===== config.mk =====
export PLATFORM = sky130hd
export DESIGN_NAME = dm_cache_responder
export DESIGN_NICKNAME = d
export VERILOG_FILES = /design/src/rtl/dm_cache_responder.sv
export SDC_FILE = /design/constraint.sdc
export NUM_CORES = 2
export LEC_CHECK = 0
export BUFFER_PORTS_ARGS = -buffer_cell sky130_fd_sc_hd__buf_2
export CAP_MARGIN = 10
export CORE_UTILIZATION = 42
export DETAILED_ROUTE_END_ITERATION = 16
export SYNTH_ARGS = -nofsm -noshare
export SYNTH_HDL_FRONTEND = slang
export SYNTH_SLANG_ARGS = --single-unit

===== constraint.sdc =====
create_clock -name clock -period 3.4 [get_ports clock]
set_input_delay 0 -clock clock [delete_from_list [all_inputs] [get_ports clock]]
set_output_delay 0 -clock clock [all_outputs]
set_load 0.02 [all_outputs]

===== src/rtl/dm_cache_responder.sv =====
// Direct-mapped, write-back, write-allocate cache sitting between a CPU
// requester and a block-oriented main memory. Lookups are combinational in
// IDLE; misses optionally write back the victim line, then fetch the block.
module dm_cache_responder #(
  parameter int unsigned ADDR_W         = 8,
  parameter int unsigned DATA_W         = 32,
  parameter int unsigned NUM_LINES      = 4,
  parameter int unsigned WORDS_PER_LINE = 4
) (
  input  logic                             clock,
  input  logic                             reset,
  input  logic                             read,
  input  logic                             write,
  input  logic [ADDR_W-1:0]                Address,
  input  logic [DATA_W-1:0]                Write_Data,
  output logic [DATA_W-1:0]                rData,
  output logic                             hit,
  output logic                             mem_read,
  output logic                             mem_write,
  output logic [ADDR_W-1:0]                mem_addr,
  output logic [DATA_W*WORDS_PER_LINE-1:0] mem_wdata,
  input  logic [DATA_W*WORDS_PER_LINE-1:0] mem_rdata,
  input  logic                             mem_ready,
  output logic [7:0]                       hit_cnt,
  output logic [7:0]                       miss_cnt
);

  localparam int unsigned IdxW  = $clog2(NUM_LINES);
  localparam int unsigned TagW  = ADDR_W - 4 - IdxW;
  localparam int unsigned LineW = DATA_W * WORDS_PER_LINE;

  typedef enum logic [1:0] {StIdle, StWb, StAlloc} state_e;

  state_e                  state_q, state_d;
  logic [LineW-1:0]        line_q [NUM_LINES];
  logic [LineW-1:0]        line_d [NUM_LINES];
  logic [TagW-1:0]         tag_q  [NUM_LINES];
  logic [TagW-1:0]         tag_d  [NUM_LINES];
  logic [NUM_LINES-1:0]    valid_q, valid_d;
  logic [NUM_LINES-1:0]    dirty_q, dirty_d;
  logic [7:0]              hit_cnt_q, hit_cnt_d;
  logic [7:0]              miss_cnt_q, miss_cnt_d;
  // Set when the current request has missed, so its retry hit is not counted.
  logic                    retry_q, retry_d;
  logic                    mem_read_q, mem_read_d;
  logic                    mem_write_q, mem_write_d;
  logic [ADDR_W-1:0]       mem_addr_q, mem_addr_d;
  logic [LineW-1:0]        mem_wdata_q, mem_wdata_d;

  logic [IdxW-1:0]         idx;
  logic [TagW-1:0]         req_tag;
  logic [1:0]              wsel;
  int unsigned             word_off;
  logic                    req;
  logic                    match;
  logic                    unused_addr;

  assign idx         = Address[4 +: IdxW];
  assign req_tag     = Address[ADDR_W-1 -: TagW];
  assign wsel        = Address[3:2];
  assign word_off    = 32'(wsel) * DATA_W;
  assign req         = read | write;
  assign match       = valid_q[idx] && (tag_q[idx] == req_tag);
  assign unused_addr = ^Address[1:0];

  // State register.
  always_ff @(posedge clock or negedge reset) begin
    if (!reset) begin
      state_q <= StIdle;
    end else begin
      state_q <= state_d;
    end
  end

  // Next-state: miss goes to writeback if the victim is dirty, else to fetch.
  always_comb begin
    state_d = state_q;
    case (state_q)
      StIdle: begin
        if (req && !match) begin
          state_d = dirty_q[idx] ? StWb : StAlloc;
        end
      end
      StWb: begin
        if (mem_ready) state_d = StAlloc;
      end
      StAlloc: begin
        if (mem_ready) state_d = StIdle;
      end
      default: state_d = StIdle;
    endcase
  end

  // Outputs: combinational hit/rData, registered memory-side request from next state.
  always_comb begin
    hit         = (state_q == StIdle) && req && match;
    rData       = '0;
    if (hit && read && !write) begin
      rData = line_q[idx][word_off +: DATA_W];
    end
    mem_read_d  = (state_d == StAlloc);
    mem_write_d = (state_d == StWb);
    mem_addr_d  = '0;
    mem_wdata_d = '0;
    case (state_d)
      StWb: begin
        mem_addr_d  = {tag_q[idx], idx, 4'b0000};
        mem_wdata_d = line_q[idx];
      end
      StAlloc: begin
        mem_addr_d  = {Address[ADDR_W-1:4], 4'b0000};
      end
      default: begin
        mem_addr_d  = '0;
        mem_wdata_d = '0;
      end
    endcase
  end

  // Datapath next-state: array updates, line status and counters.
  always_comb begin
    line_d     = line_q;
    tag_d      = tag_q;
    valid_d    = valid_q;
    dirty_d    = dirty_q;
    hit_cnt_d  = hit_cnt_q;
    miss_cnt_d = miss_cnt_q;
    retry_d    = retry_q;

    if (hit) begin
      retry_d = 1'b0;
      if (!retry_q && (hit_cnt_q != 8'hFF)) begin
        hit_cnt_d = hit_cnt_q + 8'd1;
      end
      if (write) begin
        line_d[idx][word_off +: DATA_W] = Write_Data;
        dirty_d[idx]                    = 1'b1;
      end
    end

    if ((state_q == StIdle) && req && !match) begin
      retry_d = 1'b1;
      if (miss_cnt_q != 8'hFF) begin
        miss_cnt_d = miss_cnt_q + 8'd1;
      end
    end

    if ((state_q == StWb) && mem_ready) begin
      dirty_d[idx] = 1'b0;
    end

    if ((state_q == StAlloc) && mem_ready) begin
      line_d[idx]  = mem_rdata;
      tag_d[idx]   = req_tag;
      valid_d[idx] = 1'b1;
      dirty_d[idx] = 1'b0;
    end
  end

  // Control and status flops with asynchronous clear.
  always_ff @(posedge clock or negedge reset) begin
    if (!reset) begin
      valid_q     <= '0;
      dirty_q     <= '0;
      hit_cnt_q   <= '0;
      miss_cnt_q  <= '0;
      retry_q     <= 1'b0;
      mem_read_q  <= 1'b0;
      mem_write_q <= 1'b0;
      mem_addr_q  <= '0;
      mem_wdata_q <= '0;
    end else begin
      valid_q     <= valid_d;
      dirty_q     <= dirty_d;
      hit_cnt_q   <= hit_cnt_d;
      miss_cnt_q  <= miss_cnt_d;
      retry_q     <= retry_d;
      mem_read_q  <= mem_read_d;
      mem_write_q <= mem_write_d;
      mem_addr_q  <= mem_addr_d;
      mem_wdata_q <= mem_wdata_d;
    end
  end

  // Data and tag storage; contents are qualified by valid, so no reset needed.
  always_ff @(posedge clock) begin
    line_q <= line_d;
    tag_q  <= tag_d;
  end

  assign mem_read  = mem_read_q;
  assign mem_write = mem_write_q;
  assign mem_addr  = mem_addr_q;
  assign mem_wdata = mem_wdata_q;
  assign hit_cnt   = hit_cnt_q;
  assign miss_cnt  = miss_cnt_q;

endmodule


# Word-level counts from Yosys, hierarchy flattened

Index checks and enable logic that the tools add are counted.

Add/subtract/negate cells: 3
Multipliers: 0
Div/mod/pow operators: 0
$lt $le $gt $ge: 4
Equality and inequality tests: 7
Shifts and indexed selects: 3
Mux-type cells: 38
Bitwise logic cells: 7
Reduce and logical (&&, ||, !) cells: 19

Operators with widths:

| kind                        | count |
|---|---|
| $mux W512                   | 3 |
| $bwmux W512                 | 2 |
| $mux W128                   | 5 |
| $demux W128 S2              | 2 |
| $bmux W128 S2               | 1 |
| $shift A32 B34 Y128 const A | 1 |
| $shiftx A128 B8 Y32         | 1 |
| $shiftx A32 B34 Y128        | 1 |
| $neg A7 Y34                 | 1 |
| $mux W32                    | 1 |
| $add A8 B1 Y8 const B       | 2 |
| $mux W4                     | 4 |
| $ne A8 B8 Y1 const B        | 2 |
| $pmux W8 S2                 | 1 |
| $mux W2                     | 7 |
| $logic_and A1 B1 Y1         | 12 |
| $and A4 B4 Y4               | 2 |
| $bwmux W8                   | 1 |
| $or A4 B4 Y4                | 2 |
| $pmux W2 S3                 | 1 |
| $mux W1                     | 5 |
| $bmux W1 S2                 | 2 |
| $bmux W2 S2                 | 1 |
| $demux W2 S2                | 1 |
| 15 further kinds            | 20 |

Register bits: 685
Latch bits: 0
RAM bits: 0
Bits in read-only memories: 0
Input bits: 173
Output and inout bits: 187
Logic and storage cells: 99
Memories: 0

# Depth between registers and ports, before layout

Depth in word-level cells: 12
Mapped depth: 11
Mapped depth without buffers: 9

# Least setup slack after synthesis

No wires, ideal clock.

Kind: register -> register
Start point: reg tag_q[6] (netlist name)
End point: reg mem_wdata_q[100] (netlist: mem_wdata[100])
Library setup time: 0.119 ns
Arrival time: 2.580 ns
Path slack: 0.701 ns
Cell stages (with the launch flop): 11
Path buffers: 2
Cell sequence: edfxtp_1 > mux2i_4 > xnor2_1 > or4_4 > and3_1 > a22oi_1 > inv_1 > ha_1 > clkbuf_1 > clkbuf_1 > and2_1

Cells in the longest elaborated chain, start to end: 11

RTL lines:

| what                                       | line | text |
|---|---|---|
| start, declared                            | 37   | `logic [TagW-1:0] tag_q [NUM_LINES];` |
| start signal, assigned                     | 188  | `tag_q <= tag_d;` |
| $bmux W2 S2                                | 63   | `assign match = valid_q[idx] && (tag_q[idx] == req_tag);` |
| $mux W2 (not written as such) (2 in a row) | 63   |  |
| $eq A2 B2 Y1                               | 63   |  |
| $logic_and A1 B1 Y1                        | 63   |  |
| $logic_not A1 Y1                           | 80   | `if (req && !match) begin` |
| $logic_and A1 B1 Y1                        | 80   |  |
| $mux W2                                    | 80   |  |
| $pmux W2 S3                                | 78   | `case (state_q)` |
| net state_d[0]                             | 34   | `state_e state_q, state_d;` |
| $eq A2 B1 Y1                               | n/a  |  |
| net mem_write_d                            | 46   | `logic mem_write_q, mem_write_d;` |
| $mux W128                                  | 105  | `case (state_d)` |
| net mem_wdata_d[100]                       | 48   | `logic [LineW-1:0] mem_wdata_q, mem_wdata_d;` |
| end signal, assigned                       | 181  | `mem_wdata_q <= mem_wdata_d;` |
| end, declared                              | 48   |  |

The timed path passes the listed nets, and every way through them passes these cells. The select of a mux whose other input is x is not followed.
A chain may end at the register's enable or synchronous reset.

# Final worst setup path

Start point: reg tag_q[4] (netlist name)
End point: out rData[20]

Cells in the longest elaborated chain, start to end: 9

RTL lines:

| what                                       | line | text |
|---|---|---|
| $bmux W2 S2                                | 63   |  |
| $mux W2 (not written as such) (2 in a row) | 63   |  |
| $eq A2 B2 Y1                               | 63   |  |
| $logic_and A1 B1 Y1                        | 63   |  |
| $logic_and A1 B1 Y1                        | 96   | `hit = (state_q == StIdle) && req && match;` |
| $logic_and A1 B1 Y1 (2 in a row)           | 98   | `if (hit && read && !write) begin` |
| $mux W32                                   | 98   |  |
| end, declared                              | 16   | `output logic [DATA_W-1:0] rData,` |

Every way passes these cells. The select of a mux whose other input is x is not followed.

==> flow_summary.yaml <==
synth:
  syn_area_sq_um: 31600
  synth_ff_type: "dfxtp_1"
  syn_avg_cell_area_sq_um: 8.96
  synthCells: 3528
  async_reset_ff_frac: 0.236
  yosysWarnings: 0
  synth_top_area_share: 0.324
  ys_ff_latch: 681
  synth-edff-count: 8
  synth.area.top_cells: "dfxtp_1 32%, dfrtp_1 13%, mux4_2 11%"
  synth.distinct_cells: 56
  synth_top_area_cell: "dfxtp_1"
  seq_area_frac_synth: 0.459
critical_path:
  required_ns: 3.40
  r2r_slack_ns: 0.43
  cp_slowest_cell: "or4_4"
  max_stage_delay_ns: 0.59
  cp-end-kind: "primary output"
  start_kind: "flip-flop"
  critPathArrivalTime_ns: 3.32
  cp_cell_sequence: "mux2i_4 -> xnor2_1 -> or4_4 -> a21oi_4 -> nand3b_2 -> buf_4 -> nor2b_1 -> buf_2"
  crit_type: "reg -> out"
  worstPathMaxFanout: 32
global_routing:
  antenna_found_initial: 20
  grt_max_degree: 145
  grt_pass1_vias: 26400
  gr-total-overflow: 0
  grt_pass1_wl_mm: 170
  track_usage: 0.291
min_path:
  hold_path_class: "in -> async"
clocking:
  clk_pin_slew_ns: 0.06
  clockRootBuffer: "clkbuf_16"
  clockBufferDepth: 3
  htreeDepth: 3
  clkLatencyLatePin_ns: 0.61
  cts_setup_buffers: 0
  clkSinkCount: 681
  tritoncts: "done"
  cts_buffers: 74
timing:
  finClkSkew_ns: 0.0126
  maxSlewHeadroom: 0.357
  timing.fmax_ghz: 0.302
  finalHoldViolCount: 0
  setup_violations: 0
  period_minus_slack_ns: 3.32
  layout_setup_ws_ns: 0.0837
  min_period_over_period: 0.975
  slew_violations: 0
  tightest_slew_ns: 0.965
  rsz0062_at_grt: "no"
  tns_ns: 0
power:
  total_power_uw: 30700
  vdd_drop_max_uv: 393
  power.density_nw_per_um2: 791
  p_leak_uw: 0.0170
place:
  dp_cells: 4625
  hpwl_mm: 73.1
  gp_congestion: 0.846
  io_buffers: 353
  placed_area_sq_um: 34300
  place_ws_ns: 0.480
floorplanning:
  fp.dieW_um: 276
  pin_count: 360
  core_sq_um: 74400
  die_h_um: 276
  initial_core_util: 0.425
  rows: 100
  dieArea_sq_um: 76400
cells_and_area:
  stdcell_count: 4966
  nets: 4113
  fill_cells: 6816
  area_growth_pct: 22.6
  design_area_sq_um: 38800
  drive_gt1_frac: 0.182
route:
  post_drt_wl_per_cell_um: 22.9
  vias: 28200
  drt_iter0_drc: 2913
  drc_errors: 0
  via_per_inst: 5.67
  drt-total-wl_mm: 114
  first_pass_iters: 6
  antenna_left: 0
job:
  drv_cap: 0
outcome:
  status: "complete, no violations"
==> repair_timing <==
action                                  in CTS  in global routing
endpoints found under the hold margin      606                  0
resized for setup                            0                  1
endpoints found under the setup margin       0                 10
hold buffers                               197                  0
==> critical path, delay by kind of cell (launching register included) <==
kind,cells,cell delay (ns)
xor gates and xnor gates,1,0.13
buffers and inverters,2,0.54
DFF,1,0.41
and+or+nand+nor,3,1.12
AOI/OAI and AO/OA,1,0.29
muxes,1,0.17
==> where the power goes <==
group	switching (uW)	total [uW]	internal, uW
registers	1690	13200	11500
clock network	3410	8380	4970
logic	4710	9060	4360
total	9810	30700	20900
==> layer usage <==
metal | up-vias | global-route usage | part of all wire
met5 | - | 0 | 0.00096
met4 | 18 | 0.0855 | 0.023
met3 | 159 | 0.0659 | 0.096
met2 | 1369 | 0.444 | 0.45
met1 | 13600 | 0.411 | 0.43
li1 | 13000 | - | -
==> through the flow <==
step	util	hold WS, ns
2_1_floorplan	-	-0.296
3_3_place_gp	0.460	0.100
3_5_place_dp	0.460	0.103
4_1_cts	0.521	0.0205
5_1_grt	0.521	0.0749
6_report	0.521	0.000938
==> cells in the final DEF, fill, tap and decap left out, types with 8 or more instances in the layout <==
master,n
nand2_1,753
and4_1,12
dfrtp_1,161
clkbuf_1,17
xnor2_1,13
clkbuf_16,78
mux2i_1,132
nand4_1,15
nor2_1,530
o21ai_0,65
diode_2,9
clkbuf_8,18
edfxtp_1,8
and2_1,163
a21oi_1,82
dfxtp_1,512
buf_4,42
dlygate4sd3_1,197
buf_12,31
clkinv_2,9
nor2b_1,34
nand3_1,120
mux4_2,161
ha_1,10
buf_2,350
a31oi_1,388
==> kinds of logic (layout without fill, tap and decap cells) <==
group / after synthesis / after routing / synth area share
buffers and inverters: 311 / 768 / 0.0447
other: 1 / 13 / 0.000119
AO/OA/AOI/OAI: 550 / 550 / 0.105
flip-flops: 681 / 681 / 0.459
XOR/XNOR: 20 / 20 / 0.00578
adder cells (fa/ha/maj): 11 / 11 / 0.00435
AND/OR/NAND/NOR: 1658 / 1658 / 0.223
multiplexers: 296 / 296 / 0.158
==> final timing paths <==
check,cells after the start,endpoint,startpoint
worst min-delay path,2,mem_wdata[59]$_DFF_PN0_,reset
min in group clock,4,line_q[222]$_DFF_P_,mem_rdata[94]
worst min register to register,2,line_q[135]$_DFF_P_,line_q[135]$_DFF_P_
max in group asynchronous,3,mem_wdata[82]$_DFF_PN0_,reset
worst max-delay path,8,rData[20],tag_q[4]$_DFFE_PP_
worst max register to register,9,mem_wdata[52]$_DFF_PN0_,tag_q[4]$_DFFE_PP_
==> flip-flops by register name, summed over array words and instances, names as in the netlist <==
signal and cells:
dirty_q 4, hit_cnt 8, line_q 512, mem_addr 4
mem_read 1, mem_wdata 128, mem_write 1, miss_cnt 8
retry_q 1, state_q 2, tag_q 8, valid_q 4
==> cell type report <==
type | instances | area [sq um] | share of cell area
Antenna cell | 9 | 22.5 | 0.000581
Clock buffer | 113 | 2260 | 0.0584
Clock inverter | 22 | 248 | 0.00639
Inverter | 9 | 33.8 | 0.000871
Multi-Input combinational cell | 2539 | 15800 | 0.407
Sequential cell | 681 | 14500 | 0.374
Tap cell | 969 | 1210 | 0.0313
Timing Repair Buffer | 624 | 4710 | 0.121
==> cell usage after synthesis (34+ instances only) <==
| cell type | count |
|---|---|
| a21oi_1 | 82 |
| a31oi_1 | 388 |
| and2_1 | 163 |
| buf_2 | 73 |
| clkbuf_1 | 184 |
| dfrtp_1 | 161 |
| dfxtp_1 | 512 |
| mux2i_1 | 132 |
| mux4_2 | 161 |
| nand2_1 | 757 |
| nand3_1 | 120 |
| nor2_1 | 531 |
| nor2b_1 | 34 |
| o21ai_0 | 65 |
Note: power is estimated with default switching activity, not from simulation.
